`src/rtl/traffic_generator.sv`:
```
`default_nettype none
// ============================================================================
// Module   : traffic_generator
// Brief    : Periodic packet source with a 4-entry queue feeding a router's
//            Local input over the Req/Gnt/Full handshake.
// Revision : 1.0
// ============================================================================
module traffic_generator #(
    parameter logic [5:0] routerID    = 6'b000_000,
    parameter logic [5:0] ModuleID    = 6'b000_000,
    parameter int         dataWidth   = 32,
    parameter int         dim         = 4,
    parameter int         INJ_PERIOD  = 8,
    parameter int         NUM_PACKETS = 16,
    parameter int         DEST_MODE   = 0,
    parameter logic [5:0] DEST_ID     = 6'b000_001,
    parameter logic [7:0] SEED        = 8'hA5
) (
    input  logic                 clk,
    input  logic                 reset,
    input  logic                 enable,
    input  logic                 DnStrFull,
    input  logic                 GntDnStr,
    output logic [dataWidth-1:0] PacketOut,
    output logic                 ReqDnStr,
    output logic                 Done,
    output logic [9:0]           SentCount,
    output logic [9:0]           DropCount
);

    localparam logic [1:0]  c_IDLE      = 2'd0;
    localparam logic [1:0]  c_REQ       = 2'd1;
    localparam logic [1:0]  c_GAP       = 2'd2;
    localparam logic [7:0]  c_SEED_MIX  = SEED ^ {2'b00, ModuleID};
    localparam logic [7:0]  c_LFSR_INIT = (c_SEED_MIX == 8'h00) ? 8'h01 : c_SEED_MIX;
    localparam logic [15:0] c_PER_LAST  = 16'(INJ_PERIOD - 1);
    localparam logic [10:0] c_NUM       = 11'(NUM_PACKETS);
    localparam logic [9:0]  c_SAT       = 10'd1023;

    logic [1:0]           r_state;
    logic [15:0]          r_periodCnt;
    logic [10:0]          r_genCount;
    logic [7:0]           r_lfsr;
    logic [dataWidth-1:0] r_mem [0:3];
    logic [1:0]           r_wrPtr;
    logic [1:0]           r_rdPtr;
    logic [2:0]           r_count;
    logic [dataWidth-1:0] r_pktOut;
    logic                 r_req;
    logic [9:0]           r_sent;
    logic [9:0]           r_drop;

    logic                 w_genEvent;
    logic                 w_pop;
    logic                 w_push;
    logic                 w_drop;
    logic [7:0]           w_lfsrNext;
    logic [2:0]           w_xRaw;
    logic [2:0]           w_x;
    logic [2:0]           w_y;
    logic [5:0]           w_dest;
    logic [dataWidth-1:0] w_pkt;

    assign w_genEvent = enable && (r_periodCnt == c_PER_LAST) && (r_genCount < c_NUM);
    assign w_pop      = (r_state == c_REQ) && GntDnStr;
    // A full queue still accepts the new packet when the head leaves this cycle.
    assign w_push     = w_genEvent && ((r_count != 3'd4) || w_pop);
    assign w_drop     = w_genEvent && !w_push;
    assign w_lfsrNext = {r_lfsr[6:0], r_lfsr[7] ^ r_lfsr[5] ^ r_lfsr[4] ^ r_lfsr[3]};

    always_comb begin
        w_xRaw = 3'({29'd0, r_lfsr[5:3]} % 32'(dim));
        w_y    = 3'({29'd0, r_lfsr[2:0]} % 32'(dim));
        w_x    = w_xRaw;
        if ({w_xRaw, w_y} == routerID) begin
            w_x = 3'(({29'd0, w_xRaw} + 32'd1) % 32'(dim));
        end
        w_dest = (DEST_MODE == 0) ? DEST_ID : {w_x, w_y};
        w_pkt         = '0;
        w_pkt[31:26]  = w_dest;
        w_pkt[15:6]   = r_genCount[9:0];
        w_pkt[5:0]    = ModuleID;
    end

    always_ff @(posedge clk) begin
        if (!reset && w_push) begin
            r_mem[r_wrPtr] <= w_pkt;
        end
    end

    always_ff @(posedge clk) begin
        if (reset) begin
            r_state     <= c_IDLE;
            r_periodCnt <= '0;
            r_genCount  <= '0;
            r_lfsr      <= c_LFSR_INIT;
            r_wrPtr     <= '0;
            r_rdPtr     <= '0;
            r_count     <= '0;
            r_pktOut    <= '0;
            r_req       <= 1'b0;
            r_sent      <= '0;
            r_drop      <= '0;
        end else begin
            if (enable) begin
                r_periodCnt <= (r_periodCnt == c_PER_LAST) ? 16'd0 : r_periodCnt + 16'd1;
            end
            if (w_genEvent) begin
                r_genCount <= r_genCount + 11'd1;
                r_lfsr     <= w_lfsrNext;
            end
            if (w_push) begin
                r_wrPtr <= r_wrPtr + 2'd1;
            end
            if (w_pop) begin
                r_rdPtr <= r_rdPtr + 2'd1;
            end
            case ({w_push, w_pop})
                2'b10:   r_count <= r_count + 3'd1;
                2'b01:   r_count <= r_count - 3'd1;
                default: r_count <= r_count;
            endcase
            if (w_drop && (r_drop != c_SAT)) begin
                r_drop <= r_drop + 10'd1;
            end

            case (r_state)
                c_IDLE: begin
                    if ((r_count != 3'd0) && !DnStrFull) begin
                        r_state  <= c_REQ;
                        r_req    <= 1'b1;
                        r_pktOut <= r_mem[r_rdPtr];
                    end
                end
                c_REQ: begin
                    if (GntDnStr) begin
                        r_state <= c_GAP;
                        r_req   <= 1'b0;
                        if (r_sent != c_SAT) begin
                            r_sent <= r_sent + 10'd1;
                        end
                    end
                end
                c_GAP: begin
                    r_state <= c_IDLE;
                end
                default: begin
                    r_state <= c_IDLE;
                    r_req   <= 1'b0;
                end
            endcase
        end
    end

    assign PacketOut = r_pktOut;
    assign ReqDnStr  = r_req;
    assign SentCount = r_sent;
    assign DropCount = r_drop;
    assign Done      = (r_genCount == c_NUM) && (r_count == 3'd0) && (r_state == c_IDLE);

endmodule
`default_nettype wire

```
`config.mk`:
```
export PLATFORM = sky130hd
export DESIGN_NAME = traffic_generator
export DESIGN_NICKNAME = d
export VERILOG_FILES = /design/src/rtl/traffic_generator.sv
export SDC_FILE = /design/constraint.sdc
export NUM_CORES = 1
export LEC_CHECK = 0
export ABC_AREA = 1
export ABC_CLOCK_PERIOD_IN_PS = 1950
export CORE_MARGIN = 2
export CORE_UTILIZATION = 41
export DETAILED_ROUTE_END_ITERATION = 12
export GPL_TIMING_DRIVEN = 0
export PLACE_DENSITY = 0.71
export SETUP_SLACK_MARGIN = 0.5
export SYNTH_ARGS = -nofsm -noshare
export SYNTH_HDL_FRONTEND = slang
export SYNTH_SLANG_ARGS = --single-unit
```
`constraint.sdc`:
```
create_clock -name clk -period 1.95 [get_ports clk]
set_input_delay 0.39 -clock clk [delete_from_list [all_inputs] [get_ports clk]]
set_output_delay 0.39 -clock clk [all_outputs]
set_load 0.02 [all_outputs]
```
==> results.sh <==
export IMPL_postCtsHoldBufs=0
export IMPL_intPower_uw=3260
export IMPL_hold_depth=2
export IMPL_initial_core_util_pct=42.4
export IMPL_whs_endpoint="SentCount[5]$_SDFFE_PP0P_"
export IMPL_hold_violations=0
export IMPL_nets=708
export IMPL_gp_congestion=0.867
export IMPL_routed_wl_um=11900
export IMPL_grt_pass1_vias=3922
export IMPL_antennaDiodeCount=0
export IMPL_rsz0062_at_grt="true"
export IMPL_crit_type="reg -> out"
export IMPL_end_kind="output port"
export IMPL_synthesis_area_um2=4900
export IMPL_required_ns=1.56
export IMPL_max_freq_mhz=546
export IMPL_vias=4200
export IMPL_die_area_um2=12800
export IMPL_ys_types=37
export IMPL_reg2regPathDepth=14
export IMPL_max_cap_violations=0
export IMPL_p_leak_uw=0.00267
export IMPL_setup_viol=0
export IMPL_hold_class="in -> reg"
export IMPL_synth_cells=586
export IMPL_core_area_um2=11600
export IMPL_slowest_stage="dfxtp_1"
export IMPL_synth_area_per_cell_um2=8.36
export IMPL_power_density_nw_per_um2=639
export IMPL_crit_chain="nor2_1 -> nand2_1 -> nor4b_4 -> buf_4"
export IMPL_hpwlAfterDp_um=7450
export IMPL_rows=39
export IMPL_rr_endpoint="r_count[2]$_SDFFE_PP0P_"
export IMPL_fin_worst_skew_ns=0.0107
export IMPL_io_pins=59
export IMPL_via_per_inst=4.99
export IMPL_fin_util_pct=57.2
export IMPL_cts_tree="done"
export IMPL_grt_pass1_wl_um=18700
export IMPL_port_buffers=36
export IMPL_r2r_slack_ns=0.13
export IMPL_dieHeight_um=113
export IMPL_cp_max_fo=4
export IMPL_maxSlewHeadroom_pct=48.6
export IMPL_max_stage_delay_ns=0.36
export IMPL_startpoint_type="flip-flop"
export IMPL_status="finished, final reports clean"
export IMPL_drc_errors=0
export IMPL_cts_sinks=108
export IMPL_grt_util_all_layers_pct=18.3
export IMPL_p_sw_share_pct=23.0
export IMPL_timing_final_max_slew_violations=0
export IMPL_grt_ovfl_total=0
export IMPL_cts_buffers=9
export IMPL_grt_antenna_before_repair=0
export IMPL_fin_crit_sh_pct=93.9
export IMPL_cp_arrival_ns=1.44
export IMPL_clock_latency_ns=0.35
export IMPL_p_comb_share_pct=3.7
export IMPL_setup_tns_ns=0
export IMPL_die_width_um=113
export IMPL_rr_startpoint="r_periodCnt[1]$_SDFFE_PP0P_"
export IMPL_synth_seq_cells=108
export IMPL_drtIter0Drc=229
export IMPL_clk_path_buf_depth=2
export IMPL_path_clk_slew_ns=0.08
export IMPL_grt_start_max_net_pins=20
export IMPL_ant_nets=0
export IMPL_area_delta_synth_final_pct=35.1
export IMPL_drive_above_1_share_pct=31.4
export IMPL_cts_root_buf="clkbuf_16"
export IMPL_period_minus_slack_ns=1.83
export IMPL_p_clk_share_pct=41.5
export IMPL_yosys_warnings=0
export IMPL_tightest_slew_ns=0.771
export IMPL_cts_htree_levels=3
export IMPL_ys_seq_area_share_pct=52.3
export IMPL_place_area_um2=5610
export IMPL_final_area_um2=6620
export IMPL_drt_pass1_iter_count=5
export IMPL_min_delay_start="reset"
export IMPL_post_drt_wl_per_cell_um=14.2
export IMPL_switchingPower_uw=974
export IMPL_sequentialPowerShare_pct=54.7
export IMPL_irDropWorstVdd_uv=428
==> cell usage after synthesis <==
| cell type | n | area (um^2) |
|---|---|---|
| xnor2_1 | 1 | 8.76 |
| clkinv_1 | 1 | 3.75 |
| nand3_1 | 20 | 100 |
| o21bai_1 | 1 | 7.51 |
| xor2_1 | 7 | 61.3 |
| inv_2 | 1 | 3.75 |
| nor3b_1 | 1 | 7.51 |
| nor3_2 | 1 | 10.0 |
| nand4_1 | 9 | 56.3 |
| conb_1 | 1 | 3.75 |
| fa_1 | 1 | 20.0 |
| nand2_2 | 4 | 25.0 |
| and3_1 | 1 | 6.26 |
| buf_4 | 22 | 165 |
| edfxtp_1 | 40 | 1200 |
| buf_1 | 2 | 7.51 |
| nor2_4 | 3 | 33.8 |
| nor2_1 | 110 | 413 |
| nor2_2 | 7 | 43.8 |
| or2_2 | 1 | 6.26 |
| o21ai_1 | 3 | 15.0 |
| clkbuf_1 | 10 | 37.5 |
| o21ai_0 | 50 | 250 |
| ha_1 | 9 | 113 |
| a31oi_1 | 12 | 75.1 |
| nor3_1 | 16 | 80.1 |
| nand3_2 | 1 | 10.0 |
| nor4_2 | 1 | 12.5 |
| nor4b_1 | 1 | 8.76 |
| dfxtp_1 | 68 | 1360 |
| a211oi_1 | 2 | 15.0 |
| nand3b_1 | 2 | 15.0 |
| nand2_1 | 74 | 278 |
| buf_2 | 2 | 10.0 |
| nand3_4 | 1 | 17.5 |
| inv_1 | 66 | 248 |
| a21oi_1 | 34 | 170 |
==> critical path: cells and delay by family, from the launching register on <==
kind / cells / cell delay, ns
simple gates: 3 / 0.55
flops: 1 / 0.36
buf+inv: 1 / 0.18
==> flip-flops by register name, summed over array words and instances, names as in the netlist <==
signal,cells
r_count,3
ReqDnStr,1
SentCount,10
DropCount,10
r_periodCnt,16
r_wrPtr,2
r_rdPtr,2
PacketOut,11
r_genCount,11
r_state,2
r_mem,40
==> through the flow <==
step                power, uW  setup WS [ns]  cells  hold slack (ns)
floorplan                2490          0.189    606            0.424
global placement         2520         -0.669    785            0.437
detailed placement       2520         -0.723    785            0.457
CTS                      4240         0.0981    829            0.468
global route             4350         0.0217    841            0.423
finish                   4230          0.119    841            0.408
==> routing by layer <==
metal	wire, um	GRT usage (%)	vias to the layer above	part of all wire, %
li1	-	-	2106	-
met1	4990	22.6	1971	42
met2	6220	31.9	106	52
met3	515	3.91	17	4.3
met4	176	6.18	0	1.5
met5	0	0	-	0
==> power groups by stage <==
stage	combinational, uW	sequential [uW]	clock (uW)
floorplan	109	2380	0
global placement	137	2380	0
detailed placement	139	2380	0
global route	171	2320	1860
CTS	148	2320	1770
finish	158	2320	1760
==> what timing repair did <==
| item | in CTS | in global routing |
|---|---|---|
| endpoints found under the setup margin | 128 | 112 |
| pin swaps | 18 | 22 |
| resized for setup | 131 | 81 |
| setup buffers | 27 | 11 |
| gates cloned | 1 | 1 |
| endpoints found under the hold margin | 0 | 0 |
==> layout by cell type (no fill, tap or decap), drive strengths merged, types with 2 or more instances in the layout <==
cell type and instances:
a211oi 2, a21oi 34, a31oi 12, buf 65, clkbuf 28, clkdlybuf4s15 18, clkinv 4, conb 21
dfxtp 68, dlygate4sd2 8, edfxtp 40, ha 9, inv 70, nand2 78, nand3 22, nand3b 2
nand4 9, nor2 120, nor3 17, o21ai 53, xor2 7
==> logic make-up (layout without fill, tap and decap cells) <==
logic type               count (synthesis)  in the layout  share of synthesized area (%)
adder cells (fa/ha/maj)                 10             10                           2.71
flip-flops                             108            108                           52.3
other                                    1             21                         0.0765
buffers and inverters                  104            196                           9.70
XOR/XNOR                                 8              8                           1.43
AO/OA/AOI/OAI                          102            102                           10.9
AND/OR/NAND/NOR                        253            253                           22.9
==> how the worst max path moves through the flow <==
stage                                 from                       to  slack (ns)  depth (start not counted)
4_1_cts            r_count[0]$_SDFFE_PP0P_                     Done         0.1                          5
3_5_place_dp                        enable    r_mem[0][7]$_DFFE_PP_       -0.72                          9
2_1_floorplan  r_periodCnt[1]$_SDFFE_PP0P_  r_count[2]$_SDFFE_PP0P_        0.19                         13
3_3_place_gp                        enable    r_mem[0][7]$_DFFE_PP_       -0.67                          9
5_1_grt        r_periodCnt[1]$_SDFFE_PP0P_  r_count[2]$_SDFFE_PP0P_        0.02                         14
6_report           r_state[0]$_SDFFE_PP0P_                     Done        0.12                          4
==> cell type report <==
cell class                 count  area (um^2)
clock buffer                   9          225
inverter                      68          273
buffer                        36          228
multi-input combinational    394         2310
clock inverter                 7         57.6
timing repair buffer          76          727
tap                          143          179
sequential                   108         2620
fill                         944         4950
No activity file was read; power rests on OpenSTA's default activity.
